File: src/rtl/dmrs_pkg.sv
// Shared constants, FSM encoding and Gold-sequence helpers for the PUSCH DMRS generator.
package dmrs_pkg;

  localparam int NC       = 1600;
  localparam int MAX_RE   = 600;
  localparam int AMP      = 91;
  localparam int WARM_CYC = NC / 2;
  localparam int CNT_W    = $clog2(((WARM_CYC > MAX_RE) ? WARM_CYC : MAX_RE) + 1);

  localparam logic [30:0] X1_INIT = 31'h0000_0001;
  // tap masks over x(n)..x(n+30): x1 uses n, n+3; x2 uses n..n+3
  localparam logic [30:0] X1_TAPS = 31'h0000_0009;
  localparam logic [30:0] X2_TAPS = 31'h0000_000F;

  typedef enum logic [1:0] {IDLE, WARMUP, GEN, DONE} state_t;

  // Two LFSR steps at once; bit i of the register holds x(n+i).
  function automatic logic [30:0] step2(input logic [30:0] x, input logic [30:0] taps);
    logic f0;
    logic f1;
    f0 = ^(x & taps);
    f1 = ^({1'b0, x[30:1]} & taps);
    return {f1, f0, x[30:2]};
  endfunction

endpackage

File: src/rtl/dmrs_gen_if.sv
// Request/sample bus of the DMRS generator.
interface dmrs_gen_if #(parameter int WIDTH = 9);
  logic                    start;
  logic [30:0]             c_init;
  logic [9:0]              num_re;
  logic                    DMRS_valid;
  logic signed [WIDTH-1:0] DMRS_r;
  logic signed [WIDTH-1:0] DMRS_i;
  logic                    busy;
  logic                    done;

  modport master (output start, c_init, num_re,
                  input  DMRS_valid, DMRS_r, DMRS_i, busy, done);
  modport slave  (input  start, c_init, num_re,
                  output DMRS_valid, DMRS_r, DMRS_i, busy, done);
endinterface

File: src/rtl/dmrs_gen_gold_seq2.sv
// x1/x2 Gold LFSR pair advancing two steps per cycle; c0/c1 = c(2m), c(2m+1).
module gold_seq2
  import dmrs_pkg::*;
(
  input  logic        clk,
  input  logic        reset,
  input  logic        load,
  input  logic [30:0] c_init,
  input  logic        adv,
  output logic        c0,
  output logic        c1
);

  logic [30:0] r_x1;
  logic [30:0] r_x2;

  always_ff @(posedge clk or posedge reset) begin
    if (reset) begin
      r_x1 <= '0;
      r_x2 <= '0;
    end else if (load) begin
      r_x1 <= X1_INIT;
      r_x2 <= c_init;
    end else if (adv) begin
      r_x1 <= step2(r_x1, X1_TAPS);
      r_x2 <= step2(r_x2, X2_TAPS);
    end
  end

  assign c0 = r_x1[0] ^ r_x2[0];
  assign c1 = r_x1[1] ^ r_x2[1];

endmodule

File: src/rtl/dmrs_gen.sv
// PUSCH DMRS generator: Gold sequence warm-up, then a gap-free QPSK sample burst.
module dmrs_gen
  import dmrs_pkg::*;
#(
  parameter int WIDTH = 9
) (
  input  logic       clk,
  input  logic       reset,
  dmrs_gen_if.slave  bus
);

  localparam logic signed [WIDTH-1:0] P_AMP = WIDTH'(AMP);
  localparam logic signed [WIDTH-1:0] N_AMP = WIDTH'(-AMP);

  state_t             r_state;
  state_t             w_nxt;
  logic [CNT_W-1:0]   r_cnt;
  logic [CNT_W-1:0]   w_cnt_nxt;
  logic [9:0]         r_num;
  logic [9:0]         w_num_clamp;
  logic               w_load;
  logic               w_adv;
  logic               w_emit;
  logic               w_c0;
  logic               w_c1;
  logic               r_valid;
  logic               r_busy;
  logic               r_done;
  logic signed [WIDTH-1:0] r_re;
  logic signed [WIDTH-1:0] r_im;

  assign w_num_clamp = (bus.num_re > 10'(MAX_RE)) ? 10'(MAX_RE) : bus.num_re;

  gold_seq2 u_gold (
    .clk    (clk),
    .reset  (reset),
    .load   (w_load),
    .c_init (bus.c_init),
    .adv    (w_adv),
    .c0     (w_c0),
    .c1     (w_c1)
  );

  always_comb begin
    w_nxt     = r_state;
    w_cnt_nxt = r_cnt;
    w_load    = 1'b0;
    w_adv     = 1'b0;
    w_emit    = 1'b0;
    case (r_state)
      IDLE: begin
        if (bus.start) begin
          w_load    = 1'b1;
          w_cnt_nxt = '0;
          w_nxt     = (w_num_clamp == 10'd0) ? DONE : WARMUP;
        end
      end
      WARMUP: begin
        w_adv = 1'b1;
        if (r_cnt == CNT_W'(WARM_CYC - 1)) begin
          w_cnt_nxt = '0;
          w_nxt     = GEN;
        end else begin
          w_cnt_nxt = r_cnt + 1'b1;
        end
      end
      GEN: begin
        w_adv  = 1'b1;
        w_emit = 1'b1;
        if (r_cnt == CNT_W'(r_num - 10'd1)) begin
          w_cnt_nxt = '0;
          w_nxt     = DONE;
        end else begin
          w_cnt_nxt = r_cnt + 1'b1;
        end
      end
      DONE:    w_nxt = IDLE;
      default: w_nxt = IDLE;
    endcase
  end

  always_ff @(posedge clk or posedge reset) begin
    if (reset) begin
      r_state <= IDLE;
      r_cnt   <= '0;
      r_num   <= '0;
    end else begin
      r_state <= w_nxt;
      r_cnt   <= w_cnt_nxt;
      if (w_load) r_num <= w_num_clamp;
    end
  end

  // busy covers the output-register lag so it drops together with the done pulse
  always_ff @(posedge clk or posedge reset) begin
    if (reset) begin
      r_valid <= 1'b0;
      r_busy  <= 1'b0;
      r_done  <= 1'b0;
      r_re    <= '0;
      r_im    <= '0;
    end else begin
      r_valid <= w_emit;
      r_busy  <= (w_nxt == WARMUP) || (w_nxt == GEN) || w_emit;
      r_done  <= (r_state == DONE);
      r_re    <= w_emit ? (w_c0 ? N_AMP : P_AMP) : '0;
      r_im    <= w_emit ? (w_c1 ? N_AMP : P_AMP) : '0;
    end
  end

  assign bus.DMRS_valid = r_valid;
  assign bus.DMRS_r     = r_re;
  assign bus.DMRS_i     = r_im;
  assign bus.busy       = r_busy;
  assign bus.done       = r_done;

endmodule

File: src/flat_wrapper.sv
// flat-port wrapper written by rule: the top's interface ports become plain ports
module dmrs_gen_flat import dmrs_pkg::*;
#(
  parameter int WIDTH = 9
)
  (clk, reset, bus_start, bus_c_init, bus_num_re, bus_DMRS_valid, bus_DMRS_r, bus_DMRS_i, bus_busy, bus_done);
  dmrs_gen_if #(.WIDTH(WIDTH)) bus_i ();
  input  logic clk;
  input  logic reset;
  input wire logic [$bits(bus_i.start)-1:0] bus_start;
  input wire logic [$bits(bus_i.c_init)-1:0] bus_c_init;
  input wire logic [$bits(bus_i.num_re)-1:0] bus_num_re;
  output wire logic [$bits(bus_i.DMRS_valid)-1:0] bus_DMRS_valid;
  output wire logic [$bits(bus_i.DMRS_r)-1:0] bus_DMRS_r;
  output wire logic [$bits(bus_i.DMRS_i)-1:0] bus_DMRS_i;
  output wire logic [$bits(bus_i.busy)-1:0] bus_busy;
  output wire logic [$bits(bus_i.done)-1:0] bus_done;
  assign bus_i.start = bus_start;
  assign bus_i.c_init = bus_c_init;
  assign bus_i.num_re = bus_num_re;
  assign bus_DMRS_valid = bus_i.DMRS_valid;
  assign bus_DMRS_r = bus_i.DMRS_r;
  assign bus_DMRS_i = bus_i.DMRS_i;
  assign bus_busy = bus_i.busy;
  assign bus_done = bus_i.done;
  dmrs_gen #(.WIDTH(WIDTH)) u_core (.clk(clk), .reset(reset), .bus(bus_i));
endmodule
File: config.mk
export PLATFORM = sky130hd
export DESIGN_NAME = dmrs_gen_flat
export DESIGN_NICKNAME = d
export VERILOG_FILES = /design/src/rtl/dmrs_pkg.sv /design/src/rtl/dmrs_gen_if.sv /design/src/rtl/dmrs_gen_gold_seq2.sv /design/src/rtl/dmrs_gen.sv /design/src/flat_wrapper.sv
export SDC_FILE = /design/constraint.sdc
export NUM_CORES = 1
export LEC_CHECK = 0
export CELL_PAD_IN_SITES_DETAIL_PLACEMENT = 1
export CELL_PAD_IN_SITES_GLOBAL_PLACEMENT = 1
export CORE_ASPECT_RATIO = 0.8
export CORE_UTILIZATION = 35
export CTS_BUF_LIST = sky130_fd_sc_hd__clkbuf_8
export DETAILED_ROUTE_END_ITERATION = 10
export GPL_ROUTABILITY_DRIVEN = 0
export PLACE_DENSITY_LB_ADDON = 0.1
export SYNTH_ARGS = -nofsm -noshare
export SYNTH_HDL_FRONTEND = slang
export SYNTH_SLANG_ARGS = --single-unit
export TNS_END_PERCENT = 5
File: constraint.sdc
create_clock -name clk -period 3.7 [get_ports clk]
set_clock_uncertainty 0.05 [all_clocks]
set_input_delay 0.555 -clock clk [delete_from_list [all_inputs] [get_ports clk]]
set_output_delay 0.555 -clock clk [all_outputs]
set_load 0.05 [all_outputs]
==> flow_metrics.tcl, run 1 <==
set metrics [dict create \
    worst_path_largest_cell_delay_ns 0.69 \
    path_delay_family "compound AO/OA/AOI/OAI gates" \
    grt_pass1_wl_um 18400 \
    synthDistinctLibCells 49 \
    cts-root-buf "clkbuf_8" \
    syn_avg_cell_area_um2 10.0 \
    cts_max_path_buffers 2 \
    port_buffers 64 \
    clk_pin_slew_ns 0.09 \
    intPower_uw 2790 \
    cpMaxStageDelayCell "or4_1" \
    drc 0 \
    crit_required_ns 3.90 \
    synth_area_leaders "dfrtp_1 49%, mux2i_1 13%, nand2_1 5.2%" \
    ios 65 \
    routed_wl_um 10800 \
    cts_buffers 9 \
    fmax_mhz 343 \
    dp_worst_setup_slack_ns 0.799 \
    setup_tns_ns 0 \
    critPathCaptureType "flop" \
    ant_nets 0 \
    period_needed_ns 2.91 \
    cap_violations 0 \
    setup_viol 0 \
    hold_viol 0 \
    postCtsHoldBufs 0 \
    initial_core_util 0.359 \
    status "finished, final reports clean" \
    powerDensity_nw_per_um2 872 \
    p_sw_uw 2070 \
    r2r_start "u_core.r_num[2]" \
    sw_frac_of_total 0.426 \
    cts_tree "yes" \
    syn-instance-count 458 \
    hpwlAfterDp_um 7500 \
    std_cell_rows 37 \
    relSlewSlack 0.566 \
    drtIter0Drc 137 \
    ir_drop_mv 0.427 \
    crit_type "flop to flop" \
    overflow 0 \
    worst_pin_slew_ns 0.651 \
    worstHoldStart "u_core.u_gold.r_x1[16]" \
    wl_per_cell_um 15.9 \
    finalCritPeriodShare 0.788 \
    vias 3405 \
    syn_nets 510 \
    die_y_um 105 \
    r2r-end "u_core.r_cnt[3]" \
    ys_warn_count 0 \
    p_clk_frac 0.161 \
    firstDrtPassIters 4 \
    numClockSinks 91 \
    post_drt_via_cell_ratio 5.01 \
    die_x_um 130 \
    leakage_uw 0.00248 \
    reg2regPathDepth 6 \
    worst_slack_ns 0.786 \
    synth_edf_count 0 \
    crit_arrival_ns 3.11 \
    die_area_um2 13600 \
    h-tree-depth 3 \
    grt_util_all_layers 0.172 \
    synth_flop_cell "dfrtp_1" \
    layout-drive-gt1-share 0.0594 \
    area_delta_synth_final_pct 21.0 \
    crit_buf_inv 0 \
    async_flop_share 1.00 \
    synth_top_area_frac 0.495 \
    antenna_found_initial 0 \
    cp-start-kind "flop" \
    core_um2 12800 \
    synth_seq_area_share 0.495 \
    reg2reg_slack_ns 0.79 \
    cts_setup_buffers 0 \
    rsz0062_at_grt "false" \
    ys_seq_elements 91 \
    synth_area_leader_cell "dfrtp_1" \
    nNetsFinal 552 \
    min_path_type "flop to flop" \
    diodes 0 \
    syn_area_um2 4600 \
    whs_path_depth 2 \
    cts.repair.resized 0 \
    clk_latency_ns 0.36 \
    hold_end "u_core.u_gold.r_x1[16]" \
    p_seq_frac 0.337 \
    grt_max_degree 92 \
    cp.depth 6 \
    cp_cell_sequence "or4_1 > o41a_1 > a2111oi_4 > nand4_1 > o2111ai_1 > o31ai_1" \
    combPwrFrac 0.503 \
    maxSlewViolCount 0 \
    path_max_fanout 8 \
    grt_pass1_vias 3502 \
]
-- stage by stage --
step	util	instance area, um^2	instances	hold WS, ns	power (uW)
5_1_grt	0.434	5570	680	0.505	5250
3_5_place_dp	0.416	5340	664	0.456	4110
6_report	0.434	5570	680	0.473	4860
2_1_floorplan	-	4600	458	0.418	3520
4_1_cts	0.434	5570	680	0.483	4910
3_3_place_gp	0.416	5340	664	0.443	4030
-- logic make-up after synthesis --
| kind of cell | after synthesis | share of synthesized area |
|---|---|---|
| mux | 59 | 0.128 |
| xor+xnor | 20 | 0.0381 |
| flops | 91 | 0.495 |
| compound gates | 78 | 0.111 |
| simple gates | 157 | 0.158 |
| fa+ha+maj | 8 | 0.0218 |
| buf+inv | 45 | 0.0484 |
-- Yosys cell counts, types with 9 or more instances --
library cell	count
dfrtp_1	91
nand2_1	64
mux2i_1	59
o21ai_0	45
nor2_1	39
clkbuf_1	18
buf_4	14
xnor2_1	11
nor3_1	9
xor2_1	9
-- worst register-to-register path, cell delays in order (launching register included) --
cell       delay (ns)
dfrtp_1          0.45
or4_1            0.69
o41a_1           0.50
a2111oi_4        0.47
nand4_1          0.32
o2111ai_1        0.22
o31ai_1          0.10
-- power groups by stage --
stage | logic, uW | clock network, uW | registers [uW]
6_report | 2440 | 780 | 1640
3_3_place_gp | 2390 | 0 | 1640
5_1_grt | 2720 | 847 | 1690
4_1_cts | 2470 | 806 | 1640
2_1_floorplan | 1860 | 0 | 1660
3_5_place_dp | 2460 | 0 | 1660
-- final cells by class --
class / count / area, um^2
Clock buffer: 11 / 151
Clock inverter: 5 / 76.3
Fill cell: 1451 / 7260
Inverter: 8 / 31.3
Multi-Input combinational cell: 322 / 2120
Sequential cell: 91 / 2280
Tap cell: 175 / 219
Timing Repair Buffer: 68 / 696
-- placed cells by master, fill, tap and decap left out, types with 8 or more instances in the layout --
master and n:
xor2_1 9, nor2_1 39, clkbuf_8 11, mux2i_1 59, inv_1 9, o21ai_0 45
nand3_1 8, dfrtp_1 91, xnor2_1 11, nand4_1 8, nand2_1 64, clkdlybuf4s50_1 64
nor3_1 9
-- how the worst max path moves through the flow --
| stage | slack [ns] | start | end |
|---|---|---|---|
| finish | 0.79 | u_core.r_num[2] | u_core.r_cnt[3] |
| global route | 0.59 | u_core.r_num[2] | u_core.r_cnt[3] |
| CTS | 0.79 | u_core.r_num[2] | u_core.r_cnt[3] |
| detailed placement | 0.80 | u_core.r_num[2] | u_core.r_cnt[3] |
| global placement | 0.92 | u_core.r_num[2] | u_core.r_cnt[3] |
| floorplan | 0.73 | reset | u_core.bus.DMRS_i[6] |
-- registers in the layout, indices dropped and copies added, names as in the netlist --
register            flops
u_core.bus.busy         1
u_core.bus.DMRS_r       3
u_core.bus.done         1
u_core.u_gold.r_x1     31
u_core.bus.DMRS_i       2
u_core.r_state          2
u_core.r_cnt           10
u_core.r_num           10
u_core.u_gold.r_x2     31
-- per-layer routing --
| layer | global-route usage | wire length (um) |
|---|---|---|
| met1 | 0.258 | 5750 |
| met5 | 0 | 0 |
| met3 | 0.0415 | 359 |
| met4 | 0.0424 | 106 |
| met2 | 0.247 | 4570 |
No activity file was read; power rests on OpenSTA's default activity.
==> inputs of run 2 (changes only) <==
==> constraint.sdc (replaced) <==
create_clock -name clk -period 2.7 [get_ports clk]
set_clock_uncertainty 0.05 [all_clocks]
set_input_delay 0.405 -clock clk [delete_from_list [all_inputs] [get_ports clk]]
set_output_delay 0.405 -clock clk [all_outputs]
set_load 0.05 [all_outputs]
==> flow_metrics.tcl, run 2 (same netlist as run 1, synthesis figures left out) <==
set metrics [dict create \
    hold_viol 0 \
    cts-root-buf "clkbuf_8" \
    drtIter0Drc 121 \
    post-route-cell-area_um2 5650 \
    initial_core_util 0.359 \
    die_x_um 130 \
    fmax_mhz 389 \
    path_max_fanout 4 \
    grt_pass1_vias 3544 \
    layout-drive-gt1-share 0.0891 \
    use_met1 0.244 \
    routed_wl_um 10800 \
    period_needed_ns 2.57 \
    top_regs "u_core.u_gold.r_x1: 31 flops, u_core.u_gold.r_x2: 31 flops" \
    relSlewSlack 0.511 \
    fin_cells 691 \
    nNetsFinal 567 \
    placed_cell_area_um2 5450 \
    std_cell_rows 37 \
    crit_arrival_ns 2.77 \
    antenna_found_initial 0 \
    post_drt_via_cell_ratio 4.97 \
    port_buffers 64 \
    numClockSinks 91 \
    leakage_uw 0.00252 \
    die_area_um2 13600 \
    cap_violations 0 \
    total_power_uw 6580 \
    hpwlAfterDp_um 7820 \
    setup_viol 0 \
    grt_use_met3 0.0369 \
    reg2reg_slack_ns 0.13 \
    cts_tree "yes" \
    finalCritPeriodShare 0.953 \
    diodes 0 \
    reg2regPathDepth 6 \
    grt_use_met2 0.273 \
    powerDensity_nw_per_um2 1170 \
    vias 3435 \
    cp-start-kind "flop" \
    clk_latency_ns 0.37 \
    die_y_um 105 \
    core_um2 12800 \
    regArea_um2 2280 \
    final_cell_mix "91 x dfrtp_1, 64 x nand2_1, 64 x clkdlybuf4s50_1" \
    crit_type "flop to flop" \
    ir_drop_mv 0.715 \
    cp-startpoint "u_core.r_num[2]" \
    setup_tns_ns 0 \
    fillers 1431 \
    grt.busiest_layer "met2" \
    drc 0 \
    grt_pass1_wl_um 18400 \
    multiInputGateArea_um2 2130 \
    layout_commonest_cell "dfrtp_1" \
    crit_required_ns 2.90 \
    wl_per_cell_um 15.6 \
    r2r_start "u_core.r_num[2]" \
    overflow 0 \
    postCtsHoldBufs 0 \
    area_delta_synth_final_pct 22.7 \
    dp.cells 677 \
    h-tree-depth 3 \
    min_path_type "primary input to asynchronous set/reset pin" \
    ios 65 \
    clk_pin_slew_ns 0.09 \
    firstDrtPassIters 4 \
    cts_buffers 9 \
    grt_max_degree 67 \
    r2r-end "u_core.r_cnt[2]" \
    worst_pin_slew_ns 0.731 \
    status "finished, final reports clean" \
    maxSlewViolCount 0 \
    rsz0062_at_grt "false" \
    critPathCaptureType "flop" \
    ant_nets 0 \
    grt_util_all_layers 0.175 \
    cts_max_path_buffers 2 \
]
==> run 2: changes by cell type in the layout (fill, tap and decap cells not counted), sizes merged <==
| cell | previous run | this run |
|---|---|---|
| buf | 4 | 19 |
| inv | 10 | 7 |
| clkbuf | 11 | 9 |
| bufinv | 2 | 1 |
| clkinv | 1 | 2 |
| clkinvlp | 0 | 1 |
==> run 2: metrics by stage <==
stage	hold slack [ns]	utilization	setup WS, ns
2_1_floorplan	0.418	-	0.144
3_3_place_gp	0.452	0.425	0.109
3_5_place_dp	0.466	0.425	0.0385
4_1_cts	0.461	0.438	0.00590
5_1_grt	0.493	0.440	0.00200
6_report	0.447	0.440	0.128
==> run 2: cell type report <==
class | count | area share
sequential | 91 | 0.403
multi-input combinational | 322 | 0.377
inverter | 8 | 0.00598
clock inverter | 3 | 0.00776
tap | 175 | 0.0388
timing repair buffer | 83 | 0.145
clock buffer | 9 | 0.0219
==> run 2: what timing repair did <==
action	in CTS	in global routing
setup endpoints to repair	0	8
endpoints found under the hold margin	0	0
gates resized for setup	0	5
setup buffers	0	2
==> run 2: power by group <==
| group | internal, uW | switching, uW | leakage, uW |
|---|---|---|---|
| Sequential | 1850 | 352 | 0.00118 |
| Combinational | 1500 | 2010 | 0.00125 |
| Clock | 408 | 469 | 0.0000869 |
| Total | 3760 | 2830 | 0.00252 |
==> run 2: worst max path at each step <==
stage | to | slack [ns]
3_5_place_dp | u_core.r_cnt[3] | 0.04
4_1_cts | u_core.r_cnt[6] | 0.006
5_1_grt | u_core.r_cnt[6] | 0.002
6_report | u_core.r_cnt[2] | 0.13
2_1_floorplan | u_core.r_cnt[2] | 0.14
3_3_place_gp | u_core.r_cnt[6] | 0.11
==> run 2: worst max-delay path, stage by stage (launching register included) <==
cell,delay (ns)
dfrtp_1,0.38
or4_1,0.60
o41a_1,0.48
a2111oi_4,0.42
a31o_2,0.29
nand2b_4,0.17
o32ai_2,0.07
==> run 2: metal layers <==
| layer | routed length [um] | up-vias |
|---|---|---|
| met5 | 0 | - |
| met4 | 119 | 0 |
| met3 | 336 | 13 |
| met2 | 5090 | 47 |
| met1 | 5260 | 1691 |
| li1 | - | 1684 |
